`src/rtl/noc_pkg.sv`:
```
// rtl/noc_pkg.sv - shared NoC flit types, encoder FSM states and header field offsets
// Contents:
//   FLIT_HEAD/FLIT_BODY/FLIT_TAIL  2-bit flit type codes carried in flit[DATAW+1:DATAW]
//   enc_state_t                    packet encoder FSM state encoding
//   HDR_*_OFS                      header field offsets, counted down from the payload MSB
//   hdr_field_lsb()                converts an offset/width pair into an LSB index
package noc_pkg;

    localparam logic [1:0] FLIT_HEAD = 2'b10;
    localparam logic [1:0] FLIT_BODY = 2'b00;
    localparam logic [1:0] FLIT_TAIL = 2'b01;

    // CSUM is only entered when the checksum flit is built in.
    typedef enum logic [1:0] {
        IDLE  = 2'd0,
        BODY  = 2'd1,
        DRAIN = 2'd2,
        CSUM  = 2'd3
    } enc_state_t;

    localparam int NOC_ADDRYX = 8;
    localparam int NOC_LENW   = 4;

    // HEAD layout from the MSB down: dest {Y,X}, src {Y,X}, len, zero fill.
    localparam int HDR_DEST_OFS = 0;
    localparam int HDR_SRC_OFS  = NOC_ADDRYX;
    localparam int HDR_LEN_OFS  = 2 * NOC_ADDRYX;

    function automatic int hdr_field_lsb(input int dataw, input int ofs, input int width);
        return dataw - ofs - width;
    endfunction

endpackage

```
`src/rtl/flit_out_reg.sv`:
```
// rtl/flit_out_reg.sv - single valid/ready holding register driving the router input channel
// Ports:
//   clk, reset        clock, asynchronous active-low reset
//   load_i            load load_flit_i this cycle (only when can_load_o)
//   load_flit_i [W]   next flit {type, payload}
//   can_load_o        register is empty or is being consumed this cycle
//   flit_o [W]        held flit
//   flit_valid_o      flit_o valid
//   flit_ready_i      router accepts flit when valid && ready
module flit_out_reg #(
    parameter int W = 34
) (
    input  logic         clk,
    input  logic         reset,
    input  logic         load_i,
    input  logic [W-1:0] load_flit_i,
    output logic         can_load_o,
    output logic [W-1:0] flit_o,
    output logic         flit_valid_o,
    input  logic         flit_ready_i
);

    // Reloading in the consume cycle keeps the channel at one flit per clock.
    assign can_load_o = !flit_valid_o || flit_ready_i;

    always_ff @(posedge clk or negedge reset) begin
        if (!reset) begin
            flit_o       <= '0;
            flit_valid_o <= 1'b0;
        end else if (load_i) begin
            flit_o       <= load_flit_i;
            flit_valid_o <= 1'b1;
        end else if (flit_ready_i) begin
            flit_valid_o <= 1'b0;
        end
    end

endmodule

```
`src/rtl/packet_encoder.sv`:
```
// rtl/packet_encoder.sv - NoC injector: turns an IP send request plus payload words into HEAD/BODY/TAIL flits
// Optional feature: define PKT_CHECKSUM_EN to append a TAIL flit carrying the XOR of all body payloads.
// Ports:
//   clk, reset                     clock, asynchronous active-low reset
//   ip_req_i/ip_dest_i/ip_len_i    send request, destination {Y,X}, body words minus one
//   ip_ack_o                       one-cycle pulse when the request is accepted
//   ip_data_i/ip_data_valid_i      payload word stream from the IP
//   ip_data_ready_o                payload word taken when valid && ready
//   flit_o/flit_valid_o            {type[1:0], payload} to the router input
//   flit_ready_i                   router accepts a flit when valid && ready
//   busy_o                         packet in progress
module packet_encoder
    import noc_pkg::*;
#(
    parameter int               ADDRX   = 4,
    parameter int               ADDRY   = 4,
    parameter int               ADDRYX  = 8,
    parameter int               DATAW   = 32,
    parameter int               LENW    = 4,
    parameter logic [ADDRY-1:0] LOCAL_Y = 4'b0010,
    parameter logic [ADDRX-1:0] LOCAL_X = 4'b0010
) (
    input  logic              clk,
    input  logic              reset,
    input  logic              ip_req_i,
    input  logic [ADDRYX-1:0] ip_dest_i,
    input  logic [LENW-1:0]   ip_len_i,
    output logic              ip_ack_o,
    input  logic [DATAW-1:0]  ip_data_i,
    input  logic              ip_data_valid_i,
    output logic              ip_data_ready_o,
    output logic [DATAW+1:0]  flit_o,
    output logic              flit_valid_o,
    input  logic              flit_ready_i,
    output logic              busy_o
);

    enc_state_t        state;
    logic [LENW-1:0]   cnt;
    logic              load;
    logic [DATAW+1:0]  load_flit;
    logic              can_load;
    logic              take;
    logic [DATAW-1:0]  hdr;
`ifdef PKT_CHECKSUM_EN
    logic [DATAW-1:0]  csum;
`endif

    assign ip_data_ready_o = (state == BODY) && can_load;
    assign take            = ip_data_ready_o && ip_data_valid_i;
    assign busy_o          = (state != IDLE);

    always_comb begin
        hdr = '0;
        hdr[DATAW-1 -: ADDRYX]          = ip_dest_i;
        hdr[DATAW-1-ADDRYX -: ADDRYX]   = {LOCAL_Y, LOCAL_X};
        hdr[DATAW-1-2*ADDRYX -: LENW]   = ip_len_i;
    end

    // Output register is always empty in IDLE (DRAIN only exits on the consume),
    // so the HEAD can be loaded on the accept edge without checking can_load.
    always_comb begin
        load      = 1'b0;
        load_flit = '0;
        case (state)
            IDLE: begin
                if (ip_req_i) begin
                    load      = 1'b1;
                    load_flit = {FLIT_HEAD, hdr};
                end
            end
            BODY: begin
                if (take) begin
                    load = 1'b1;
`ifdef PKT_CHECKSUM_EN
                    load_flit = {FLIT_BODY, ip_data_i};
`else
                    load_flit = {(cnt == '0) ? FLIT_TAIL : FLIT_BODY, ip_data_i};
`endif
                end
            end
`ifdef PKT_CHECKSUM_EN
            CSUM: begin
                if (can_load) begin
                    load      = 1'b1;
                    load_flit = {FLIT_TAIL, csum};
                end
            end
`endif
            default: ;
        endcase
    end

    always_ff @(posedge clk or negedge reset) begin
        if (!reset) begin
            state    <= IDLE;
            cnt      <= '0;
            ip_ack_o <= 1'b0;
`ifdef PKT_CHECKSUM_EN
            csum     <= '0;
`endif
        end else begin
            ip_ack_o <= 1'b0;
            case (state)
                IDLE: begin
                    if (ip_req_i) begin
                        ip_ack_o <= 1'b1;
                        cnt      <= ip_len_i;
                        state    <= BODY;
`ifdef PKT_CHECKSUM_EN
                        csum     <= '0;
`endif
                    end
                end
                BODY: begin
                    if (take) begin
`ifdef PKT_CHECKSUM_EN
                        csum <= csum ^ ip_data_i;
`endif
                        // cnt holds at zero on the last word so len=15 never wraps.
                        if (cnt == '0) begin
`ifdef PKT_CHECKSUM_EN
                            state <= CSUM;
`else
                            state <= DRAIN;
`endif
                        end else begin
                            cnt <= cnt - 1'b1;
                        end
                    end
                end
                CSUM: begin
                    if (can_load) state <= DRAIN;
                end
                DRAIN: begin
                    if (flit_valid_o && flit_ready_i) state <= IDLE;
                end
                default: state <= IDLE;
            endcase
        end
    end

    flit_out_reg #(
        .W (DATAW + 2)
    ) u_flit_out_reg (
        .clk          (clk),
        .reset        (reset),
        .load_i       (load),
        .load_flit_i  (load_flit),
        .can_load_o   (can_load),
        .flit_o       (flit_o),
        .flit_valid_o (flit_valid_o),
        .flit_ready_i (flit_ready_i)
    );

endmodule

```
`config.mk`:
```
export PLATFORM = sky130hd
export DESIGN_NAME = packet_encoder
export DESIGN_NICKNAME = d
export VERILOG_FILES = /design/src/rtl/noc_pkg.sv /design/src/rtl/flit_out_reg.sv /design/src/rtl/packet_encoder.sv
export SDC_FILE = /design/constraint.sdc
export NUM_CORES = 1
export LEC_CHECK = 0
export ABC_CLOCK_PERIOD_IN_PS = 4700
export CAP_MARGIN = 20
export CORE_ASPECT_RATIO = 0.5
export CORE_MARGIN = 2
export CORE_UTILIZATION = 30
export CTS_BUF_LIST = sky130_fd_sc_hd__clkbuf_16
export CTS_CLUSTER_SIZE = 12
export DETAILED_ROUTE_END_ITERATION = 10
export PLACE_DENSITY = 0.64
export SLEW_MARGIN = 0
export SYNTH_ARGS = -nofsm -noshare
export SYNTH_HDL_FRONTEND = slang
export SYNTH_SLANG_ARGS = --single-unit
```
`constraint.sdc`:
```
create_clock -name clk -period 4.7 [get_ports clk]
set_input_delay 0.47 -clock clk [delete_from_list [all_inputs] [get_ports clk]]
set_output_delay 0.47 -clock clk [all_outputs]
set_load 0.01 [all_outputs]
```
* Yosys cells after proc, flatten, opt, wreduce, memory -nomap -nowiden
Index checks and enable logic that the tools add are counted.
Word-level totals: register bits 42
Cells by class: add/sub/neg operators 1, eq/ne operators 9, muxes and demuxes 20, reduce and logical (&&, ||, !) cells 12
Operator list (number):
- $pmux 34 s2 | 1
- $mux 34 | 1
- $mux 33 | 1
- $mux 4 | 3
- $mux 2 | 5
- $ne 2x2->1 const B | 5
- $pmux 2 s4 | 1
- $pmux 4 s2 | 1
- $mux 1 | 6
- $reduce_bool 2->1 | 3
- $reduce_and 5->1 | 1
- $eq 2x2->1 const B | 2
- $logic_not 4->1 | 1
- $reduce_and 4->1 | 1
- $sub 4x1->4 const B | 1
- $logic_and 1x1->1 | 3
- $eq 2x1->1 const B | 1
- $logic_not 2->1 | 1
- $ne 2x1->1 const B | 1
- $pmux 1 s2 | 1
- $logic_not 1->1 | 1
- $logic_or 1x1->1 | 1

* Depth between registers and ports, before layout
Gate-level depths: netlist (run 1).
word-level depth 7, mapped depth 7

* Cells and area by module
A second synthesis (run 1) with hierarchy kept.
Unflattened totals: cell total of the unflattened synthesis 159, area total of the unflattened synthesis 2167.1 µm²
Modules (own cells, without submodules):
- flit_out_reg | instances 1, cells an instance 75, area an instance 1451.4 µm², sequential area each 875.8 µm²
- packet_encoder | instances 1, cells an instance 84, area an instance 715.7 µm², sequential area each 175.2 µm²

* Worst setup path after synthesis (run 1)
OpenSTA, ideal clock, no wires.
path kind input-to-reg, start point input port flit_ready_i, end point register u_flit_out_reg.flit_o[32], library setup time 122 ps, arrival 1404 ps, required time 4578 ps, path slack 3174 ps, cell stages on the path 3, path buffers 0, cell sequence nand2b_1 -> a311o_1 -> a32o_1
On the way: longest elaborated chain between the ends 5, elaborated cells on any way between the ends 7
RTL lines:
- start: declaration | RTL line packet_encoder.sv:34 | input logic flit_ready_i,
- $logic_or 1x1->1 (*) | RTL line flit_out_reg.sv:24 | assign can_load_o = !flit_valid_o || flit_ready_i;
- $logic_and 1x1->1 (*) | RTL line packet_encoder.sv:49 | assign ip_data_ready_o = (state == BODY) && can_load;
- $logic_and 1x1->1 (*) | RTL line packet_encoder.sv:50 | assign take = ip_data_ready_o && ip_data_valid_i;
- $mux 33 / $mux 1 (equally long branches) | RTL line packet_encoder.sv:73 | if (take) begin
- $pmux 34 s2 / $pmux 1 s2 (equally long branches) | RTL line packet_encoder.sv:65 | case (state)
- end signal: assignment | RTL line flit_out_reg.sv:31 | flit_o <= load_flit_i;
- end: declaration | RTL line flit_out_reg.sv:18 | output logic [W-1:0] flit_o,
Mark *: on every way between the ends. The rest lies on a longest branch, timed or not. A chain may end at the register's enable or synchronous reset.

* Worst setup path in the final report (run 1)
start point input port flit_ready_i, end point output port ip_data_ready_o
On the way: longest elaborated chain between the ends 2
RTL lines:
- $logic_or 1x1->1 | RTL line flit_out_reg.sv:24
- $logic_and 1x1->1 | RTL line packet_encoder.sv:49
- end: declaration | RTL line packet_encoder.sv:31 | output logic ip_data_ready_o,
No other way between the ends.

==> impl_metrics.ini, run 1 <==
[run_status]
outcome = completed

[sta]
fin_setup_tns_ns = 0
setup_viol = 0
min_period_ns = 2.34
maxSlewViolCount = 0
skew_ns = 0.00217
min_period_over_period_pct = 49.8
rsz0062_at_grt = no
slew_headroom_pct = 39.4
finalHoldViolations = 0
clock.fmax_mhz = 427
tightest_slew_ns = 0.908

[synth]
synth-seq-cells = 42
yosysTopAreaCell = dfrtp_1
seq_area_frac_synth_pct = 57.1
netlist_area_sq_mm = 0.00184
synth_compound_area_share_pct = 16.2
ys_types = 33
synth_warnings = 0
synth_fa_ha_area_share_pct = 0.680
synthArstFlopShare_pct = 100
syn_inst = 193
synth_ff_type = dfrtp_1
syn_area_per_cell_sq_um = 9.53
synth_top_area_share_pct = 57.1
muxShareOfSynthArea_pct = 1.63
syn_nets = 243
synth-simple-area-share_pct = 19.5
synth_edf_count = 0
synth_xor_area_share_pct = 0
synth_top_family_by_area = simple AND/OR/NAND/NOR gates
ys_top_cells_by_area = dfrtp_1 (57%), nand2_1 (14%), o21ai_0 (5.2%), a22oi_1 (4.5%), buf_4 (2.0%)

[power]
swShare_pct = 35.4
p_sw_w = 0.000636
clkPwrFrac_pct = 18.4
powerDensity_mw_per_mm2 = 619
p_comb_share_pct = 47.1
leakagePower_nw = 1.27
peakVddDrop_mv = 0.180
p_int_w = 0.00116
pwr-share-seq_pct = 34.5

[place]
place_inst = 347
gp_congestion = 0.744
dp_hpwl_mm = 3.51
placed_cell_area_sq_mm = 0.00273
io_buffer_count = 86

[critical_path]
end_kind = output port
r2r.worst_path.cells = 6
critPathMaxFanout = 7
setup.worst_path.class = in2out
r2r-start = state[1]
crit_required_ns = 4.23
r2r_setup_slack_ns = 2.53
cp.arrival_ns = 1.87
r2r_end = u_flit_out_reg.flit_o[29]
crit_end = ip_data_ready_o
start_kind = input pin
crit_start = flit_ready_i

[floorplanning]
initial_core_util_pct = 30.6
core_sq_mm = 0.00601
die_h_um = 59.4
die_x_um = 115
ios = 87
rows = 20
die-area_sq_mm = 0.00681

[cells_and_area]
area_growth_pct = 58.0
nets = 328
fin_area_sq_mm = 0.00291
drive_above_1_share_pct = 5.02
multi_input_area_sq_um = 699
fill_cells = 567
antennaDiodeCount = 0
final_cells = 356
register_area_sq_mm = 0.00105

[clocking]
hold_buffers = 0
root_buffer = clkbuf_16
clk_pin_slew_worst_paths_ns = 0.06
h-tree-depth = 2
cts_setup_buffers = 0
cts_buffers = 5
cts_sinks = 42
cts.repair.resized = 0
clk-insertion-delay-late_ns = 0.28
clockBufferDepth = 2
cts_tree = yes

[drt]
routed_wl_mm = 4.74
drc = 0
detail-route-antenna-nets = 0
via_per_inst = 4.60
drtIter0Drc = 61
drt-pass1-iter-count = 4
vias = 1638
wl_per_cell_um = 13.3

[global_route]
overflow = 0
grt.total_usage_pct = 14.2
grt_max_degree = 43
antenna_found_initial = 0
grt_pass1_wl_mm = 7.48
first_global_vias = 1601

[flow_run]
cap_violations = 0

[hold_path]
hold_class = in2async
-- power by group through the flow --
stage / sequential [W] / combinational, W / clock, W
after floorplan: 0.000678 / 0.000370 / 0
after global placement: 0.000622 / 0.000820 / 0
after detailed placement: 0.000625 / 0.000841 / 0
after CTS: 0.000622 / 0.000844 / 0.000337
after global routing: 0.000643 / 0.000935 / 0.000358
final: 0.000620 / 0.000847 / 0.000330
-- Yosys cell counts (3+ instances only) --
| library cell | instances |
|---|---|
| nand2_1 | 68 |
| dfrtp_1 | 42 |
| o21ai_0 | 19 |
| a22oi_1 | 11 |
| a21oi_1 | 5 |
| buf_4 | 5 |
| inv_1 | 5 |
| mux2i_1 | 3 |
| nand3_1 | 3 |
| nor2_1 | 3 |
| o21ai_1 | 3 |
-- metal layers --
layer	vias up	part of all wire [%]	GRT usage, %
met5	-	0	0
met4	0	1.2	4.30
met3	6	3.5	3.68
met2	32	51	25.3
met1	778	44	17.2
li1	822	-	-
-- worst max-delay path, stage by stage --
cell and delay, ns:
clkdlybuf4s50_1 0.44, nand2b_1 0.24, and2_1 0.18, clkdlybuf4s50_1 0.53
-- cells in the final DEF, fill, tap and decap left out --
cell type,count
a21o_1,1
a21oi_1,5
a22oi_1,11
a311o_1,1
a31oi_4,1
a32o_1,1
and2_1,1
and3_1,1
buf_16,1
buf_2,1
buf_4,1
clkbuf_16,5
clkdlybuf4s50_1,85
clkinv_2,1
clkinv_4,1
clkinvlp_4,1
dfrtp_1,42
ha_1,1
inv_1,5
inv_2,1
mux2i_1,3
nand2_1,68
nand2b_1,2
nand3_1,3
nand4_1,1
nor2_1,3
nor2b_1,1
nor2b_4,1
nor3_1,1
nor3b_1,2
o211ai_1,1
o21ai_0,19
o21ai_1,3
o22ai_1,1
o2bb2ai_1,2
or3_1,1
-- per-stage QoR --
stage / utilization [%] / worst slack (ns) / hold WS (ns) / total power, W
detailed placement: 45.5 / 1.86 / 0.463 / 0.00147
CTS: 47.9 / 2.14 / 0.358 / 0.00180
global placement: 45.5 / 1.96 / 0.461 / 0.00144
finish: 48.4 / 2.36 / 0.325 / 0.00180
floorplan: - / 3.17 / 0.174 / 0.00105
global route: 48.4 / 2.29 / 0.401 / 0.00194
-- sequential cells by signal, summed over array words and instances, names as in the netlist --
register	cells
u_flit_out_reg.flit_o	34
u_flit_out_reg.flit_valid_o	1
cnt	4
state	2
ip_ack_o	1
-- area by class of cell --
| type | count | area share, % |
|---|---|---|
| clock buffers | 5 | 4.30 |
| clock inverters | 3 | 0.732 |
| inverters | 6 | 0.775 |
| multi-input cells | 135 | 24.1 |
| flip-flops and latches | 42 | 36.2 |
| well taps | 77 | 3.31 |
| repair buffers | 88 | 30.6 |
-- worst min-delay path by stage --
stage / startpoint / to / slack [ns] / depth (start not counted)
after global placement: u_flit_out_reg.flit_o[24] / u_flit_out_reg.flit_o[24] / 0.46 / 2
after CTS: reset / u_flit_out_reg.flit_o[0] / 0.36 / 1
after global routing: reset / u_flit_out_reg.flit_o[4] / 0.40 / 1
after detailed placement: u_flit_out_reg.flit_o[25] / u_flit_out_reg.flit_o[25] / 0.46 / 2
final: reset / u_flit_out_reg.flit_o[22] / 0.32 / 1
after floorplan: reset / cnt[0] / 0.17 / 0
-- cells by family after synthesis --
logic type | Yosys count
AO/OA/AOI/OAI | 46
multiplexers | 3
AND/OR/NAND/NOR | 85
adder cells (fa/ha/maj) | 1
buffers and inverters | 16
flip-flops | 42
(Power assumes the default switching activity.)
==> run 2: changes to the inputs <==
--- a/config.mk
+++ b/config.mk
@@ -5,7 +5,7 @@
 export SDC_FILE = /design/constraint.sdc
 export NUM_CORES = 1
 export LEC_CHECK = 0
-export ABC_CLOCK_PERIOD_IN_PS = 4700
+export ABC_CLOCK_PERIOD_IN_PS = 2300
 export CAP_MARGIN = 20
 export CORE_ASPECT_RATIO = 0.5
 export CORE_MARGIN = 2
==> constraint.sdc (replaced) <==
create_clock -name clk -period 2.3 [get_ports clk]
set_input_delay 0.23 -clock clk [delete_from_list [all_inputs] [get_ports clk]]
set_output_delay 0.23 -clock clk [all_outputs]
set_load 0.01 [all_outputs]
==> run 2 against run 1 <==
  * Largest power group unchanged
  * Register-to-register slack worse by 1.9 ns
  * Clock skew is 0.0023 ns higher
  * Cell count stayed put
  * Utilization is 0.40 points lower
  * Clock power is 96% higher
  * Combinational power is 100% higher
  * Setup slack worse by 2.0 ns
==> impl_metrics.ini, run 2 (synthesized netlist as in run 1, its figures left out) <==
[power]
p_int_w = 0.00235
finalPower_w = 0.00361
powerDensity_mw_per_mm2 = 1250
leakagePower_nw = 1.27
swShare_pct = 35.0
p_sw_w = 0.00127
pwr-share-seq_pct = 34.9
clkPwrFrac_pct = 17.9
p_comb_share_pct = 47.1
peakVddDrop_mv = 0.428

[drt]
drtIter0Drc = 36
wl_per_cell_um = 12.9
drc = 0
via_per_inst = 4.57
drt-pass1-iter-count = 4
detail-route-antenna-nets = 0
routed_wl_mm = 4.60
vias = 1626

[sta]
slew_headroom_pct = 38.0
setup_viol = 0
timing.hold.ws_ns = 0.101
fin_setup_tns_ns = 0
min_period_over_period_pct = 84.0
min_period_ns = 1.93
tightest_slew_ns = 0.930
rsz0062_at_grt = no
clock.fmax_mhz = 518
maxSlewViolCount = 0
skew_ns = 0.00448
finalHoldViolations = 0

[clocking]
clockBufferDepth = 2
cts_tree = yes
h-tree-depth = 2
hold_buffers = 0
cts_buffers = 5
cts_setup_buffers = 0
cts_sinks = 42
root_buffer = clkbuf_16
clk-insertion-delay-late_ns = 0.28
cts.repair.resized = 0
clk_pin_slew_worst_paths_ns = 0.06

[cells_and_area]
fin_area_sq_mm = 0.00288
largest_reg_flops = 34
layout_common_cells = clkdlybuf4s50_1 (85), nand2_1 (68), dfrtp_1 (42)
area_growth_pct = 56.7
nets = 329
regMostFlops = u_flit_out_reg.flit_o
reg_top3 = u_flit_out_reg.flit_o (34), cnt (4), state (2)
layout_commonest_cell = clkdlybuf4s50_1
drive_above_1_share_pct = 5.02
final_cells = 356
antennaDiodeCount = 0

[floorplanning]
die-area_sq_mm = 0.00681
rows = 20
initial_core_util_pct = 30.6
die_x_um = 115
ios = 87
die_h_um = 59.4
core_sq_mm = 0.00601

[run_status]
outcome = completed

[global_route]
overflow = 0
grt.total_usage_pct = 13.8
first_global_vias = 1616
grt_pass1_wl_mm = 7.38
grt_max_degree = 43
antenna_found_initial = 0

[place]
place_inst = 349
io_buffer_count = 86
dp_hpwl_mm = 3.43
placed_cell_area_sq_mm = 0.00275
gp_congestion = 0.765

[critical_path]
critPathBufInv = 1
setup.worst_path.class = reg2out
crit_path_cell_trace = nor2b_4, and2_1, clkdlybuf4s50_1
path_delay_family = buffers and inverters
end_kind = output port
cp.arrival_ns = 1.70
crit_required_ns = 2.07
critPathMaxFanout = 8
cp_slowest_cell = clkdlybuf4s50_1
critPathMaxStageDelay_ns = 0.53
start_kind = register

[hold_path]
hold_class = in2async

[flow_run]
cap_violations = 0
[run 2: changes by cell type in the layout (fill, tap and decap cells not counted)]
cell	change
buf_16	-1
clkinv_2	+1
clkinvlp_4	-1
buf_4	+2
clkinv_4	-1
[run 2: path summary, 6_finish.rpt]
| check | to | slack (ns) | start | depth (start not counted) |
|---|---|---|---|---|
| worst max-delay path | ip_data_ready_o | 0.37 | state[0] | 3 |
| worst min-delay path | u_flit_out_reg.flit_o[33] | 0.10 | reset | 1 |
| worst max register to register | cnt[1] | 0.59 | cnt[0] | 6 |
| worst min register to register | u_flit_out_reg.flit_o[24] | 0.47 | u_flit_out_reg.flit_o[24] | 2 |
| max in group asynchronous | u_flit_out_reg.flit_o[31] | 1.62 | reset | 1 |
| min in group clk | u_flit_out_reg.flit_o[24] | 0.47 | u_flit_out_reg.flit_o[24] | 2 |
[run 2: per-layer routing]
layer / global-route usage [%] / share of wire, % / vias to the layer above
met4: 4.13 / 0.91 / 0
met2: 24.3 / 51 / 29
met1: 17.0 / 44 / 775
li1: - / - / 818
met5: 0 / 0 / -
met3: 3.78 / 4.2 / 4
[run 2: power groups by stage]
stage | Clock (W) | Sequential, W | Combinational, W
2_1_floorplan | 0 | 0.00139 | 0.000757
3_3_place_gp | 0 | 0.00127 | 0.00169
3_5_place_dp | 0 | 0.00128 | 0.00172
4_1_cts | 0.000664 | 0.00126 | 0.00172
5_1_grt | 0.000701 | 0.00131 | 0.00188
6_report | 0.000648 | 0.00126 | 0.00170
[run 2: worst register-to-register path, stage by stage, from the launching register on]
cell	delay, ns
dfrtp_1	0.37
inv_1	0.09
ha_1	0.19
nor3b_1	0.38
a21oi_1	0.23
nand2_1	0.19
mux2i_1	0.19
[run 2: cell type report]
| cell class | count | area, sq um |
|---|---|---|
| Timing Repair Buffer | 89 | 878 |
| Sequential cell | 42 | 1050 |
| Fill cell | 570 | 3120 |
| Clock inverter | 2 | 10.0 |
| Clock buffer | 5 | 125 |
| Tap cell | 77 | 96.3 |
| Inverter | 6 | 22.5 |
| Multi-Input combinational cell | 135 | 699 |
[run 2: per-stage QoR]
stage	worst slack, ns	utilization (%)
6_report	0.368	48.0
4_1_cts	0.364	48.0
3_3_place_gp	0.454	45.8
5_1_grt	0.305	48.0
2_1_floorplan	0.827	-
3_5_place_dp	0.413	45.8
==> run 3: changes to the inputs <==
--- a/config.mk
+++ b/config.mk
@@ -5,7 +5,7 @@
 export SDC_FILE = /design/constraint.sdc
 export NUM_CORES = 1
 export LEC_CHECK = 0
-export ABC_CLOCK_PERIOD_IN_PS = 2300
+export ABC_CLOCK_PERIOD_IN_PS = 1700
 export CAP_MARGIN = 20
 export CORE_ASPECT_RATIO = 0.5
 export CORE_MARGIN = 2
@@ -13,7 +13,7 @@
 export CTS_BUF_LIST = sky130_fd_sc_hd__clkbuf_16
 export CTS_CLUSTER_SIZE = 12
 export DETAILED_ROUTE_END_ITERATION = 10
-export PLACE_DENSITY = 0.64
+export PLACE_DENSITY = 0.66
 export SLEW_MARGIN = 0
 export SYNTH_ARGS = -nofsm -noshare
 export SYNTH_HDL_FRONTEND = slang
==> constraint.sdc (replaced) <==
create_clock -name clk -period 1.7 [get_ports clk]
set_input_delay 0.17 -clock clk [delete_from_list [all_inputs] [get_ports clk]]
set_output_delay 0.17 -clock clk [all_outputs]
set_load 0.01 [all_outputs]
==> run 3 against run 2 <==
  * Clock power rose by 42%
  * Register-to-register slack got worse by 0.47 ns
  * Sequential share of layout area fell by 1.3 points
  * Via count rose by 3.4%
  * Non-clock buffer count rose by 10
  * Clock-buffer cell count did not move
  * Clock skew fell by 0.0015 ns
  * First-iteration DRC count rose by 97%
  * Setup slack got worse by 0.28 ns
  * Cell area rose by 3.7%
  * Critical path depth rose by 1
  * Critical path type unchanged
  * Largest cell class unchanged
==> impl_metrics.ini, run 3 (synthesized netlist as in run 1, its figures left out) <==
[run_status]
outcome = completed

[cells_and_area]
utilization_pct = 49.8
antennaDiodeCount = 0
layout_commonest_cell = clkdlybuf4s50_1
nets = 339
layout_common_cells = clkdlybuf4s50_1 (84), nand2_1 (68), dfrtp_1 (41)
largest_reg_flops = 34
regMostFlops = u_flit_out_reg.flit_o
area_growth_pct = 62.6
fin_area_sq_mm = 0.00299
reg_top3 = u_flit_out_reg.flit_o (34), cnt (4), state (2)
drive_above_1_share_pct = 8.97

[power]
pwr-share-seq_pct = 33.5
peakVddDrop_mv = 0.590
clkPwrFrac_pct = 18.0
p_sw_w = 0.00181
p_comb_share_pct = 48.5
p_int_w = 0.00330
powerDensity_mw_per_mm2 = 1710
leakagePower_nw = 1.33
swShare_pct = 35.4

[sta]
clock.fmax_mhz = 622
finalHoldViolations = 0
skew_ns = 0.00302
setup_viol = 0
tightest_slew_ns = 0.518
slew_headroom_pct = 65.5
min_period_over_period_pct = 94.5
min_period_ns = 1.61
maxSlewViolCount = 0

[floorplanning]
die-area_sq_mm = 0.00681
die_h_um = 59.4
initial_core_util_pct = 30.6
core_sq_mm = 0.00601
rows = 20
die_x_um = 115
ios = 87

[hold_path]
hold_class = in2reg
holdPathStages = 3
min_from = ip_data_i[0]
worstHoldEndpoint = u_flit_out_reg.flit_o[0]

[global_route]
grt_max_degree = 43
first_global_vias = 1593
grt.met2_usage_pct = 25.3
grtUsageMet3_pct = 3.17
top_usage_layer = met2
overflow = 0
grt_pass1_wl_mm = 7.91
antenna_found_initial = 0
use_met1_pct = 19.4
grt.total_usage_pct = 15.0

[place]
placed_cell_area_sq_mm = 0.00281
gp_congestion = 0.790
dp_hpwl_mm = 3.63
io_buffer_count = 86

[drt]
routed_wl_mm = 4.93
drc = 0
drtIter0Drc = 71
vias = 1681
wl_per_cell_um = 13.4
detail-route-antenna-nets = 0
via_per_inst = 4.58
drt-pass1-iter-count = 5

[critical_path]
cp.arrival_ns = 1.44
r2r.worst_path.cells = 6
setup.worst_path.class = reg2out
end_kind = output port
r2r_setup_slack_ns = 0.12
r2r_end = cnt[1]
start_kind = register
r2r-start = cnt[0]
critPathMaxFanout = 3
crit_required_ns = 1.53

[clocking]
clk-insertion-delay-late_ns = 0.28
h-tree-depth = 2
root_buffer = clkbuf_16
cts_sinks = 42
clk_pin_slew_worst_paths_ns = 0.06
cts_tree = yes
clockBufferDepth = 2
cts_buffers = 5

[flow_run]
cap_violations = 0
==> run 3: metal layers <==
| layer | part of all wire (%) | routed length (um) |
|---|---|---|
| met1 | 44 | 2190 |
| met2 | 51 | 2500 |
| met3 | 3.3 | 161 |
| met4 | 1.5 | 74 |
| met5 | 0 | 0 |
==> run 3: area by class of cell <==
cell class | instances | area (sq um)
Fill cell | 539 | 3020
Timing Repair Buffer | 99 | 971
Tap cell | 77 | 96.3
Clock inverter | 3 | 16.3
Multi-Input combinational cell | 135 | 707
Clock buffer | 5 | 125
Inverter | 6 | 22.5
Sequential cell | 42 | 1050
==> run 3: worst max-delay path, stage by stage, from the launching register on <==
cell	delay, ns
dfrtp_2	0.42
buf_4	0.14
nor2_2	0.09
inv_1	0.04
clkdlybuf4s50_1	0.47
==> run 3: worst max-delay path by stage <==
stage | startpoint | slack, ns | end
after detailed placement | flit_ready_i | 0.05 | cnt[1]
final | state[0] | 0.09 | busy_o
after global routing | cnt[0] | -0.01 | cnt[1]
after CTS | state[1] | 0.03 | ip_data_ready_o
after global placement | flit_ready_i | 0.1 | u_flit_out_reg.flit_o[21]
after floorplan | cnt[0] | 0.23 | cnt[1]
==> run 3: repair_timing <==
item	in CTS	in global routing
gates resized for setup	1	3
hold buffers	1	0
endpoints found under the hold margin	42	0
buffers inserted	3	0
gates cloned	0	0
setup endpoints to repair	1	2
pin swaps	0	0
==> run 3: power groups by stage <==
stage                     sequential [W]  combinational (W)  clock, W
after detailed placement         0.00173            0.00242         0
after CTS                        0.00171            0.00249  0.000923
after global placement           0.00172            0.00237         0
after global routing             0.00176            0.00272  0.000986
after floorplan                  0.00187            0.00102         0
final                            0.00171            0.00248  0.000918
==> run 3: through the flow <==
step | hold slack (ns) | TNS, ns | total power (W) | cells | setup WS [ns]
6_report | 0.435 | 0 | 0.00511 | 367 | 0.0933
5_1_grt | 0.454 | -0.0112 | 0.00547 | 367 | -0.0112
4_1_cts | 0.437 | 0 | 0.00512 | 367 | 0.0324
3_5_place_dp | 0.272 | 0 | 0.00415 | 355 | 0.0519
3_3_place_gp | 0.269 | 0 | 0.00409 | 355 | 0.0956
2_1_floorplan | -0.126 | 0 | 0.00290 | 193 | 0.227
